**src/rtl/rx_frame_ctrl.sv**
```systemverilog
// ---------------------------------------------------------------------------
// rx_frame_ctrl
//
// Purpose
//   Moves the received byte stream (preamble/SFD already stripped) into the
//   shared receive frame buffer. Each frame is written speculatively from its
//   first byte. The block filters on destination MAC and enforces minimum and
//   maximum frame length. It drops a frame if the buffer fills. For every
//   frame that leaves IDLE it issues exactly one commit or abort pulse to the
//   buffer write-pointer logic. It also keeps saturating good/dropped frame
//   counters for the status registers.
//
// Ports
//   clk_i           receive clock, inputs sampled on posedge
//   rst_ni          asynchronous active-low reset
//   rx_data_i       payload byte, valid while rx_active_i = 1
//   rx_active_i     high for every payload byte, first low cycle ends frame
//   local_mac_i     station address, first wire byte = local_mac_i[47:40]
//   promiscuous_i   accept any destination address
//   wr_full_i       buffer cannot accept a byte this cycle
//   wr_en_o         buffer write strobe (one cycle after the byte is sampled)
//   wr_data_o       buffer write byte
//   frame_commit_o  1-cycle pulse, publish the frame just written
//   frame_abort_o   1-cycle pulse, rewind write pointer to last commit
//   frame_len_o     length of the last committed frame, held until next commit
//   good_cnt_o      committed frame count, saturating
//   drop_cnt_o      aborted frame count, saturating
// ---------------------------------------------------------------------------
//   state     | meaning
//   ----------+----------------------------------------------------------
//   S_IDLE    | waiting for first byte of a frame
//   S_DEST    | bytes 1..6, destination MAC compare, bytes written
//   S_BODY    | address accepted, bytes written until end / full / oversize
//   S_DISCARD | frame rejected, bytes ignored until rx_active_i drops
//   S_END     | single cycle carrying the commit/abort pulse
// ---------------------------------------------------------------------------
module rx_frame_ctrl #(
    parameter int MIN_FRAME = 64,
    parameter int MAX_FRAME = 1536,
    parameter int LEN_W     = 11
) (
    input  logic             clk_i,
    input  logic             rst_ni,
    input  logic [7:0]       rx_data_i,
    input  logic             rx_active_i,
    input  logic [47:0]      local_mac_i,
    input  logic             promiscuous_i,
    input  logic             wr_full_i,
    output logic             wr_en_o,
    output logic [7:0]       wr_data_o,
    output logic             frame_commit_o,
    output logic             frame_abort_o,
    output logic [LEN_W-1:0] frame_len_o,
    output logic [15:0]      good_cnt_o,
    output logic [15:0]      drop_cnt_o
);

    localparam logic [LEN_W-1:0] MinLen = LEN_W'(MIN_FRAME);
    localparam logic [LEN_W-1:0] MaxLen = LEN_W'(MAX_FRAME);
    localparam logic [LEN_W-1:0] OvfLen = LEN_W'(MAX_FRAME + 1);

    typedef enum logic [2:0] {
        S_IDLE    = 3'd0,
        S_DEST    = 3'd1,
        S_BODY    = 3'd2,
        S_DISCARD = 3'd3,
        S_END     = 3'd4
    } state_e;

    state_e           state_q;
    logic [LEN_W-1:0] cnt_q;
    logic             match_local_q;
    logic             match_bcast_q;
    logic             wr_en_q;
    logic [7:0]       wr_data_q;
    logic             commit_q;
    logic             abort_q;
    logic [LEN_W-1:0] frame_len_q;
    logic [15:0]      good_cnt_q;
    logic [15:0]      drop_cnt_q;

    logic [LEN_W-1:0] cnt_inc_d;
    logic [7:0]       mac_byte_d;
    logic             byte_local_d;
    logic             byte_bcast_d;
    logic             accept_d;
    logic             good_frame_d;
    logic [15:0]      good_inc_d;
    logic [15:0]      drop_inc_d;

    always_comb begin
        // Count stops one past the limit so an oversized frame never wraps
        // back into the accepted length range.
        cnt_inc_d = (cnt_q == OvfLen) ? OvfLen : cnt_q + LEN_W'(1);

        // Expected address byte for the byte arriving now (count + 1).
        // Byte 1 is compared directly when the frame starts.
        mac_byte_d = local_mac_i[7:0];
        case (cnt_q[2:0])
            3'd1:    mac_byte_d = local_mac_i[39:32];
            3'd2:    mac_byte_d = local_mac_i[31:24];
            3'd3:    mac_byte_d = local_mac_i[23:16];
            3'd4:    mac_byte_d = local_mac_i[15:8];
            default: mac_byte_d = local_mac_i[7:0];
        endcase

        byte_local_d = (rx_data_i == mac_byte_d);
        byte_bcast_d = (rx_data_i == 8'hFF);

        // A station address with the group bit set would otherwise let
        // multicast through on an exact match.
        accept_d = promiscuous_i
                 | (match_local_q & byte_local_d & ~local_mac_i[40])
                 | (match_bcast_q & byte_bcast_d);

        // DEST and DISCARD endings always abort. BODY never exceeds MaxLen.
        good_frame_d = (state_q == S_BODY) && (cnt_q >= MinLen) && (cnt_q <= MaxLen);

        good_inc_d = (good_cnt_q == 16'hFFFF) ? good_cnt_q : good_cnt_q + 16'd1;
        drop_inc_d = (drop_cnt_q == 16'hFFFF) ? drop_cnt_q : drop_cnt_q + 16'd1;
    end

    always_ff @(posedge clk_i or negedge rst_ni) begin
        if (!rst_ni) begin
            state_q       <= S_IDLE;
            cnt_q         <= '0;
            match_local_q <= 1'b0;
            match_bcast_q <= 1'b0;
            wr_en_q       <= 1'b0;
            wr_data_q     <= 8'h00;
            commit_q      <= 1'b0;
            abort_q       <= 1'b0;
            frame_len_q   <= '0;
            good_cnt_q    <= 16'h0000;
            drop_cnt_q    <= 16'h0000;
        end else begin
            wr_en_q  <= 1'b0;
            commit_q <= 1'b0;
            abort_q  <= 1'b0;

            case (state_q)
                // END behaves like IDLE so a byte in the END cycle starts
                // the next frame without losing it.
                S_IDLE, S_END: begin
                    if (rx_active_i) begin
                        cnt_q         <= LEN_W'(1);
                        match_local_q <= (rx_data_i == local_mac_i[47:40]);
                        match_bcast_q <= (rx_data_i == 8'hFF);
                        if (wr_full_i) begin
                            state_q <= S_DISCARD;
                        end else begin
                            state_q   <= S_DEST;
                            wr_en_q   <= 1'b1;
                            wr_data_q <= rx_data_i;
                        end
                    end else begin
                        state_q <= S_IDLE;
                    end
                end

                S_DEST, S_BODY, S_DISCARD: begin
                    if (!rx_active_i) begin
                        state_q <= S_END;
                        if (good_frame_d) begin
                            commit_q    <= 1'b1;
                            frame_len_q <= cnt_q;
                            good_cnt_q  <= good_inc_d;
                        end else begin
                            abort_q    <= 1'b1;
                            drop_cnt_q <= drop_inc_d;
                        end
                    end else begin
                        cnt_q <= cnt_inc_d;
                        if (state_q == S_DEST) begin
                            match_local_q <= match_local_q & byte_local_d;
                            match_bcast_q <= match_bcast_q & byte_bcast_d;
                            if (wr_full_i) begin
                                state_q <= S_DISCARD;
                            end else begin
                                wr_en_q   <= 1'b1;
                                wr_data_q <= rx_data_i;
                                // Byte 6 is written even when the address
                                // is rejected; the abort rewinds it.
                                if (cnt_q == LEN_W'(5)) begin
                                    state_q <= accept_d ? S_BODY : S_DISCARD;
                                end
                            end
                        end else if (state_q == S_BODY) begin
                            if (wr_full_i || (cnt_inc_d == OvfLen)) begin
                                state_q <= S_DISCARD;
                            end else begin
                                wr_en_q   <= 1'b1;
                                wr_data_q <= rx_data_i;
                            end
                        end
                    end
                end

                default: state_q <= S_IDLE;
            endcase
        end
    end

    assign wr_en_o        = wr_en_q;
    assign wr_data_o      = wr_data_q;
    assign frame_commit_o = commit_q;
    assign frame_abort_o  = abort_q;
    assign frame_len_o    = frame_len_q;
    assign good_cnt_o     = good_cnt_q;
    assign drop_cnt_o     = drop_cnt_q;

endmodule
```
**config.mk**
```make
export PLATFORM = sky130hd
export DESIGN_NAME = rx_frame_ctrl
export DESIGN_NICKNAME = d
export VERILOG_FILES = /design/src/rtl/rx_frame_ctrl.sv
export SDC_FILE = /design/constraint.sdc
export NUM_CORES = 1
export LEC_CHECK = 0
export CAP_MARGIN = 15
export CELL_PAD_IN_SITES_DETAIL_PLACEMENT = 0
export CELL_PAD_IN_SITES_GLOBAL_PLACEMENT = 1
export CORE_MARGIN = 2
export CORE_UTILIZATION = 33
export CTS_CLUSTER_SIZE = 8
export DETAILED_ROUTE_END_ITERATION = 8
export GPL_ROUTABILITY_DRIVEN = 0
export GPL_TIMING_DRIVEN = 0
export HOLD_SLACK_MARGIN = 0.06
export PLACE_DENSITY_LB_ADDON = 0.1
export REMOVE_ABC_BUFFERS = 1
export SLEW_MARGIN = 20
export SYNTH_ARGS = -nofsm -noshare
export SYNTH_HDL_FRONTEND = slang
export SYNTH_SLANG_ARGS = --single-unit
```
**constraint.sdc**
```tcl
create_clock -name clk_i -period 2.4 [get_ports clk_i]
set_input_delay 0.24 -clock clk_i [delete_from_list [all_inputs] [get_ports clk_i]]
set_output_delay 0.24 -clock clk_i [all_outputs]
set_load 0.1 [all_outputs]
```
==> results.md, run 1 <==
- Skew final: 0.00621 ns
- Cell area after synthesis: 3960 um2
- End point of the critical path: wr_data_o[5]$_DFFE_PN0P_
- Worst-path clk slew: 0.06 ns
- WP depth: 10
- Clk_lat worst skew: 0.34 ns
- Initial Util: 33.4%
- Slew headroom: 32.6%
- Share of cells above drive strength 1: 17.8%
- TritonCTS clock tree: built
- Total track usage: 17.8%
- Area leader, netlist: dfrtp_1
- Seq pwr share: 27.5%
- Avg WL per Cell: 16.3 um
- Initial DRT Pass Iterations: 5
- Slew Limit Fails: 0
- Clk sink count: 70
- Number of port buffers: 114
- Worst Reg-to-Reg Cells: 10
- Commonest non-fill, non-tap cells in the layout: clkdlybuf4s50_1, dfrtp_1, nand2_1
- Avg Inst Size Synth: 10.0 um2
- Failing checks: setup timing
- Via count: 3441
- DR iter-0 viols: 176
- Largest net degree at the start of global routing: 51
- Nets: 590
- Min Hold Slack: 0.336 ns
- Dpl ws: -0.928 ns
- Internal: 3.19 mW
- Post-synth EDFFs: 0
- RSZ-0062 raised after global routing: true
- Psw: 2.40 mW
- Register area share after synthesis: 44.2%
- # IOs: 115
- Root Driver: clkbuf_16
- #FFs+latches synth: 70
- Clock power share: 26.2%
- Logic pwr share: 46.3%
- Share of the synthesized area in the top cell type: 44.2%
- CTS max path bufs: 2
- Ant diodes: 0
- Critical path buffers and inverters: 1
- Worst Path Required: 2.62 ns
- Switching share of power: 42.9%
- Cell Count Post-Placement: 637
- PwrDens: 962 nW/um2
- Crit path from: cnt_q[1]$_DFFE_PN0P_
- Initial antenna violation count: 0
- Mapped Cells: 395
- Status: complete, but fails checks
- Vias in the first global route: 3417
- R2R Path Start: cnt_q[1]$_DFFE_PN0P_
- Area grow syn2layout: 46.8%
- Critical-path top delay cell: or4b_4
- Lkg Pwr: 2.39 nW
- Delay-heaviest family, CP: simple AND/OR/NAND/NOR gates
- CTS HTree Levels: 3
- Final setup fails: 10
- Final core occ: 49.0%
- Setup TNS Final: -1.88 ns
- Crit path kind: reg -> reg
- Tmin final: 2.62 ns
- DP HPWL: 7.77 mm
- First-pass GRT wire length: 17.9 mm
- Final period util: 109%
- Core outline area: 11900 um2
- Distinct cells, synth: 57
- Post-synth ARST share: 100%
- Hold Path Class: in -> async
- CP Data Arrival Time: 2.84 ns
- ANT nets after route: 0
- CP Cell Sequence: ha_4, ha_4, or4b_4, nor3_4, a21oi_2, nor3_4, o21ai_2, a21oi_4, buf_6, mux2_4
- Num CTS Buffers: 9
- Worst-Margin Slew: 1.01 ns
- RR Endpoint: wr_data_o[5]$_DFFE_PN0P_
- Multi-input logic area: 2140 um2
- Ys flop type: dfrtp_1
- Crit-path max FO: 5
- Fin worst setup slack: -0.222 ns
- CP endpoint kind: register
- Num rows: 40
- Ys Warns: 0
- Fmax: 381 MHz
- Die Wd: 114 um
- Worst Setup Start Kind: register
- Most common cell after layout, fill and taps aside: clkdlybuf4s50_1
- Drt drc: 0
- Slowest stage delay, CP: 0.47 ns
- Fin. Hold Viols: 0
- Number of vias per cell: 5.11
- WL final: 11.0 mm
- MaxCap Viol Count: 0
- Fillers: 1141
- Flop2flop setup slack: -0.22 ns
- Die height: 114 um
- Total gr overflow: 0
- Die footprint: 12900 um2
- FF/Latch Area: 1760 um2
- Max VDD drop: 666 uV
- Area contributors post-synth: dfrtp_1, xnor2_1, xor2_1, mux2_2, nand3_1
- Final non-filler cell total: 674
==> cells by family (layout without fill, tap and decap cells) <==
kind of cell / after synthesis / count (layout) / synth area share [%]
XOR/XNOR: 50 / 50 / 11.3
buffers and inverters: 35 / 167 / 3.79
AO/OA/AOI/OAI: 77 / 77 / 13.8
adder cells (fa/ha/maj): 7 / 7 / 2.21
multiplexers: 21 / 21 / 6.70
flip-flops: 70 / 70 / 44.2
AND/OR/NAND/NOR: 135 / 135 / 18.0
==> worst min path at each step <==
| stage | slack (ns) | endpoint | start |
|---|---|---|---|
| after floorplan | -0.06 | cnt_q[0]$_DFFE_PN0P_ | rst_ni |
| after global placement | 0.48 | good_cnt_o[4]$_DFFE_PN0P_ | good_cnt_o[4]$_DFFE_PN0P_ |
| after detailed placement | 0.16 | wr_data_o[7]$_DFFE_PN0P_ | rst_ni |
| after CTS | 0.34 | wr_data_o[7]$_DFFE_PN0P_ | rst_ni |
| after global routing | 0.36 | wr_data_o[7]$_DFFE_PN0P_ | rst_ni |
| final | 0.34 | wr_data_o[7]$_DFFE_PN0P_ | rst_ni |
==> Yosys cell counts (all sizes together) (2+ instances only) <==
master   count
xnor2       30
o21a         2
nor2b        5
nor4         6
clkbuf      10
xor2        20
nand2b       2
mux2        20
ha           7
nor3        14
dfrtp       70
a22oi        8
o31a         2
a21oi        6
and3         6
or4          2
nand3       25
a2bb2oi      2
nor2        26
buf         10
a32oi        8
o31ai        5
o41ai        2
nand2       30
a31oi        4
nand4       10
inv         15
or2          5
o21ai       27
==> layer usage <==
layer / global-route usage, % / up-vias / part of all wire [%]
met5: 0 / - / 0
met4: 5.20 / 0 / 1.6
met3: 4.30 / 13 / 3.6
met2: 28.5 / 69 / 48
met1: 24.0 / 1686 / 47
li1: - / 1673 / -
==> final cells by class <==
type                            count  area share (%)
Multi-Input combinational cell    290            36.9
Clock buffer                       10            4.11
Sequential cell                    70            30.3
Clock inverter                      6            1.46
Inverter                           15           0.969
Timing Repair Buffer              136            23.1
Tap cell                          147            3.16
==> registers in the layout, summed over array words and instances (netlist names) <==
signal and flops:
drop_cnt_o 16, good_cnt_o 16, cnt_q 11, frame_len_o 11, wr_data_o 8, state_q 3, frame_abort_o 1, frame_commit_o 1
match_bcast_q 1, match_local_q 1, wr_en_o 1
==> metrics by stage <==
step	instance area, um2	power, mW
detailed placement	5220	3.90
floorplan	3860	3.23
CTS	5780	5.58
finish	5810	5.59
global route	5810	5.88
global placement	5190	3.87
==> power by group through the flow <==
stage               Sequential (mW)  Clock [mW]  Combinational [mW]
floorplan                      2.40           0               0.830
global placement               1.58           0                2.29
detailed placement             1.59           0                2.31
CTS                            1.54        1.50                2.54
global route                   1.57        1.55                2.75
finish                         1.54        1.46                2.59
==> worst reg2reg max path: stages, from the launching register on <==
cell and delay, ns:
dfrtp_2 0.45, ha_4 0.19, ha_4 0.26, or4b_4 0.47, nor3_4 0.15, a21oi_2 0.07
nor3_4 0.17, o21ai_2 0.10, a21oi_4 0.18, buf_6 0.16, mux2_4 0.31
==> repair_timing <==
| action | CTS | global route |
|---|---|---|
| pin swaps | 3 | 0 |
| gates resized for setup | 15 | 18 |
| setup endpoints to repair | 50 | 19 |
| hold buffers | 1 | 0 |
| gates cloned | 1 | 0 |
| buffers inserted | 18 | 3 |
| hold endpoints to repair | 20 | 0 |
Note: power is estimated with default switching activity, not from simulation.
==> run 2, diff against run 1 <==
--- a/config.mk
+++ b/config.mk
@@ -5,11 +5,12 @@
 export SDC_FILE = /design/constraint.sdc
 export NUM_CORES = 1
 export LEC_CHECK = 0
+export ABC_AREA = 1
 export CAP_MARGIN = 15
 export CELL_PAD_IN_SITES_DETAIL_PLACEMENT = 0
 export CELL_PAD_IN_SITES_GLOBAL_PLACEMENT = 1
 export CORE_MARGIN = 2
-export CORE_UTILIZATION = 33
+export CORE_UTILIZATION = 32
 export CTS_CLUSTER_SIZE = 8
 export DETAILED_ROUTE_END_ITERATION = 8
 export GPL_ROUTABILITY_DRIVEN = 0
==> run 2 against run 1 <==
  * Sequential power increased by 13%
  * The flow now finishes without violations
  * Via count increased by 17%
  * Combinational power grew 70%
  * Hold slack improved by 0.049 ns
  * Flip-flop and latch count stayed put
  * Setup slack better by 0.39 ns
  * Critical path depth shrank 9
  * Clock-buffer cell count is 1 higher
==> results.md, run 2 <==
- Critical-path top delay cell: clkdlybuf4s50_1
- Skew final: 0.00363 ns
- Clk_lat worst skew: 0.34 ns
- Root Driver: clkbuf_16
- Avg Inst Size Synth: 7.74 um2
- CP Data Arrival Time: 1.99 ns
- Total gr overflow: 0
- CP Cell Sequence: clkdlybuf4s50_1
- Dpl ws: -0.561 ns
- MaxCap Viol Count: 0
- DP HPWL: 8.90 mm
- Distinct cells, synth: 45
- Status: complete, no violations
- Die footprint: 14400 um2
- Met3 routed WL: 656 um
- Tmin final: 2.23 ns
- Crit path kind: reg -> out
- Fin. Hold Viols: 0
- TritonCTS clock tree: built
- Most common cell after layout, fill and taps aside: nand2_1
- Hold Path Class: in -> async
- Initial DRT Pass Iterations: 4
- Die Wd: 120 um
- Most frequent cell after synthesis: nand2_1
- Ys flop type: dfrtp_1
- DR top layer: met4
- Post-synth ARST share: 100%
- Number of vias per cell: 4.60
- Final setup fails: 0
- First-pass GRT wire length: 19.7 mm
- Worst-Margin Slew: 1.00 ns
- ANT nets after route: 0
- Setup TNS Final: 0 ns
- DR iter-0 viols: 97
- Cell Count Post-Placement: 837
- Wl on met1: 5.72 mm
- Area contributors post-synth: dfrtp_1, nand2_1, inv_1, nand3_1, xor2_1
- Critical path buffers and inverters: 1
- Slew headroom: 32.8%
- End point of the critical path: good_cnt_o[2]
- Final period util: 93.0%
- Initial antenna violation count: 0
- Worst-path clk slew: 0.06 ns
- Drt drc: 0
- Met2 wire length: 5.55 mm
- Largest net degree at the start of global routing: 43
- PwrDens: 1200 nW/um2
- Worst Path Required: 2.16 ns
- Area grow syn2layout: 44.9%
- Num CTS Buffers: 9
- Die height: 120 um
- Fmax: 448 MHz
- Final non-filler cell total: 871
- RR Endpoint: state_q[0]$_DFFE_PN0P_
- Register area share after synthesis: 40.7%
- Total track usage: 17.3%
- CTS HTree Levels: 3
- WL final: 12.0 mm
- Crit-path max FO: 6
- Commonest non-fill, non-tap cells in the layout: nand2_1, clkdlybuf4s50_1, inv_1
- Post-synth EDFFs: 0
- Cell area after synthesis: 4300 um2
- Lkg Pwr: 2.89 nW
- Most frequent cells after synthesis: nand2_1, inv_1, dfrtp_1, nand3_1, nor2_1
- Num rows: 42
- Via count: 4010
- WP depth: 1
- Worst Reg-to-Reg Cells: 17
- R2R Path Start: cnt_q[0]$_DFFE_PN0P_
- # IOs: 115
- Delay-heaviest family, CP: buffers and inverters
- Area leader, netlist: dfrtp_1
- Share of cells above drive strength 1: 13.7%
- Nets: 758
- Vias in the first global route: 3946
- CTS max path bufs: 2
- Clk sink count: 70
- Fin worst setup slack: 0.169 ns
- Slowest stage delay, CP: 1.18 ns
- Crit path from: good_cnt_o[2]$_DFFE_PN0P_
- CP endpoint kind: output port
- Avg WL per Cell: 13.8 um
- Initial Util: 32.6%
- Share of the synthesized area in the top cell type: 40.7%
- Mapped Cells: 556
- Ant diodes: 0
- Flop2flop setup slack: 0.20 ns
- Worst Setup Start Kind: register
- Final core occ: 47.3%
- RSZ-0062 raised after global routing: true
- Slew Limit Fails: 0
- Number of port buffers: 114
- Core outline area: 13200 um2
- Max VDD drop: 726 uV
- #FFs+latches synth: 70
- Ys Warns: 0
## run 2: logic make-up (layout without fill, tap and decap cells)
kind of cell	after synthesis	count (layout)	synth area share, %
AO/OA/AOI/OAI	43	43	5.79
XOR/XNOR	41	41	8.35
adder cells (fa/ha/maj)	7	7	2.04
buffers and inverters	94	233	8.96
flip-flops	70	70	40.7
AND/OR/NAND/NOR	301	301	34.1
## run 2: repair_timing
action | in CTS | in global routing
endpoints found under the setup margin | 12 | 12
resized for setup | 11 | 32
buffers inserted | 4 | 12
hold buffers | 1 | 0
pin swaps | 1 | 11
gates cloned | 0 | 1
endpoints found under the hold margin | 28 | 0
## run 2: final cells by class
type                            instances  area [um2]
Fill cell                            1348        6960
Multi-Input combinational cell        392        2300
Sequential cell                        70        1760
Timing Repair Buffer                  133        1330
Inverter                               84         340
Clock buffer                           11         233
Tap cell                              176         220
Clock inverter                          5        60.1
## run 2: worst min-delay path by stage
stage | cells past startpoint | endpoint | slack, ns | from
4_1_cts | 2 | drop_cnt_o[5]$_DFFE_PN0P_ | 0.38 | rst_ni
5_1_grt | 2 | drop_cnt_o[1]$_DFFE_PN0P_ | 0.42 | rst_ni
3_3_place_gp | 2 | frame_len_o[2]$_DFFE_PN0P_ | 0.48 | frame_len_o[2]$_DFFE_PN0P_
6_report | 2 | drop_cnt_o[1]$_DFFE_PN0P_ | 0.38 | rst_ni
2_1_floorplan | 0 | cnt_q[0]$_DFFE_PN0P_ | -0.06 | rst_ni
3_5_place_dp | 1 | drop_cnt_o[1]$_DFFE_PN0P_ | 0.21 | rst_ni
## run 2: report_power, final
| part | switching, mW | total (mW) | internal, mW |
|---|---|---|---|
| Sequential | 0.268 | 1.74 | 1.48 |
| Clock | 0.525 | 1.33 | 0.807 |
| Combinational | 3.07 | 4.41 | 1.34 |
| Total | 3.86 | 7.48 | 3.62 |
## run 2: through the flow
| step | cell area [um2] | total power, mW | hold WS (ns) |
|---|---|---|---|
| after floorplan | 4240 | 4.69 | -0.0556 |
| after global placement | 5600 | 5.67 | 0.476 |
| after detailed placement | 5630 | 5.70 | 0.210 |
| after CTS | 6000 | 7.17 | 0.384 |
| after global routing | 6230 | 7.94 | 0.421 |
| final | 6230 | 7.48 | 0.385 |
## run 2: routing by layer
layer	global-route usage (%)	vias to the layer above
met5	0	-
met4	4.85	0
met3	5.18	5
met2	27.2	94
met1	23.1	1857
li1	-	2054
==> run 3, diff against run 2 <==
--- a/config.mk
+++ b/config.mk
@@ -10,7 +10,7 @@
 export CELL_PAD_IN_SITES_DETAIL_PLACEMENT = 0
 export CELL_PAD_IN_SITES_GLOBAL_PLACEMENT = 1
 export CORE_MARGIN = 2
-export CORE_UTILIZATION = 32
+export CORE_UTILIZATION = 31
 export CTS_CLUSTER_SIZE = 8
 export DETAILED_ROUTE_END_ITERATION = 8
 export GPL_ROUTABILITY_DRIVEN = 0
==> run 3 against run 2 <==
  * Final area down 0.28%
  * Via count down 0.15%
  * Die area up 3.1%
  * Wire length down 0.46%
  * Register-to-register slack worse by 0.05 ns
  * Critical path depth up 16
  * Non-clock buffer count down 4
  * Hold slack worse by 0.0023 ns
  * Largest cell class unchanged
==> results.md, run 3 (synthesis results as in run 2) <==
- CP Data Arrival Time: 2.48 ns
- Final setup fails: 0
- CP endpoint kind: register
- Lkg Pwr: 2.89 nW
- MaxCap Viol Count: 0
- Worst Path Required: 2.63 ns
- Initial DRT Pass Iterations: 4
- Die Wd: 122 um
- Ant diodes: 0
- Num rows: 43
- Via count: 4004
- Crit path kind: reg -> reg
- Vias in the first global route: 3978
- Worst Setup Start Kind: register
- CP Cell Sequence: inv_6, ha_4, inv_1, nor2_4, inv_2, nor3_2, inv_1, nand2_1, nand2_1, nor2_2, nand3_2, nand2_4, nand2_8, nand2_8, nand2_1, nand2_1, inv_1
- Root Driver: clkbuf_16
- Fin. Hold Viols: 0
- Number of vias per cell: 4.60
- PwrDens: 1210 nW/um2
- Tmin final: 2.25 ns
- Max VDD drop: 868 uV
- Final non-filler cell total: 871
- # IOs: 115
- Cell Count Post-Placement: 841
- Final period util: 93.7%
- Total gr overflow: 0
- TritonCTS clock tree: built
- Core outline area: 13700 um2
- Most common cell after layout, fill and taps aside: nand2_1
- Crit-path max FO: 9
- Min Hold Slack: 0.383 ns
- Share of cells above drive strength 1: 13.2%
- Met2 wire length: 5.34 mm
- Worst-path clk slew: 0.06 ns
- Hold Path Class: in -> async
- Setup TNS Final: 0 ns
- ANT nets after route: 0
- DR top layer: met4
- Met3 routed WL: 787 um
- Num CTS Buffers: 9
- CTS max path bufs: 2
- Nets: 754
- Largest net degree at the start of global routing: 41
- Skew final: 0.00928 ns
- Clk sink count: 70
- Clk_lat worst skew: 0.34 ns
- WL final: 12.0 mm
- Commonest non-fill, non-tap cells in the layout: nand2_1, clkdlybuf4s50_1, inv_1
- First-pass GRT wire length: 19.5 mm
- Die footprint: 14800 um2
- Slowest stage delay, CP: 0.45 ns
- Fillers: 1406
- Area grow syn2layout: 44.5%
- Die height: 122 um
- Final core occ: 45.3%
- Fin worst setup slack: 0.151 ns
- Slew Limit Fails: 0
- RSZ-0062 raised after global routing: true
- DR iter-0 viols: 222
- Fmax: 445 MHz
- Worst-Margin Slew: 0.993 ns
- Critical-path top delay cell: dfrtp_2
- Total track usage: 16.7%
- Status: complete, no violations
- Critical path's most frequent cell: nand2_1
- Number of port buffers: 114
- Dpl ws: -0.576 ns
- Initial antenna violation count: 0
- CTS HTree Levels: 3
- Wl on met1: 5.71 mm
- DP HPWL: 8.91 mm
- Slew headroom: 33.6%
- Initial Util: 31.4%
- Avg WL per Cell: 13.7 um
- Drt drc: 0
## run 3: worst paths after layout
check	startpoint	endpoint	slack, ns	depth (start not counted)
min in group clk_i	frame_len_o[2]$_DFFE_PN0P_	frame_len_o[2]$_DFFE_PN0P_	0.48	2
setup reg to reg	cnt_q[1]$_DFFE_PN0P_	wr_data_o[2]$_DFFE_PN0P_	0.15	17
max in group asynchronous	rst_ni	wr_data_o[2]$_DFFE_PN0P_	1.45	3
hold / removal	rst_ni	drop_cnt_o[1]$_DFFE_PN0P_	0.38	2
setup / recovery	cnt_q[1]$_DFFE_PN0P_	wr_data_o[2]$_DFFE_PN0P_	0.15	17
hold reg to reg	frame_len_o[2]$_DFFE_PN0P_	frame_len_o[2]$_DFFE_PN0P_	0.48	2
## run 3: power by group
| group | leakage, nW | switching [mW] | internal [mW] |
|---|---|---|---|
| sequential | 0.867 | 0.243 | 1.47 |
| clock | 0.160 | 0.527 | 0.940 |
| combinational | 1.86 | 3.05 | 1.28 |
| total | 2.89 | 3.82 | 3.69 |
## run 3: per-layer routing
metal	GRT usage, %	up-vias
li1	-	2039
met1	22.4	1852
met2	26.2	103
met3	4.26	10
met4	5.68	0
met5	0	-
## run 3: stage by stage
stage | area, um2 | power [mW]
after detailed placement | 5630 | 5.69
final | 6220 | 7.51
after global routing | 6220 | 7.96
after CTS | 6060 | 7.35
after global placement | 5610 | 5.68
after floorplan | 4240 | 4.69
## run 3: critical path: cells and delay by family, from the launching register on
kind          cells  cell delay, ns
simple gates     11            1.17
fa+ha+maj         1            0.17
flops             1            0.45
buf+inv           5            0.34
## run 3: timing repair
item                       4_1_cts  5_1_grt
buffers inserted                 5        7
hold buffers                     1        0
gates cloned                     0        1
pin swaps                        1        6
resized for setup               13       21
setup endpoints to repair       12       10
hold endpoints to repair        30        0
## run 3: area by class of cell
| cell class | instances | area [um2] | share of cell area [%] |
|---|---|---|---|
| repair buffers | 129 | 1290 | 20.8 |
| flip-flops and latches | 70 | 1760 | 28.2 |
| clock inverters | 5 | 82.6 | 1.33 |
| inverters | 84 | 337 | 5.41 |
| well taps | 180 | 225 | 3.62 |
| multi-input cells | 392 | 2280 | 36.7 |
| clock buffers | 11 | 243 | 3.90 |
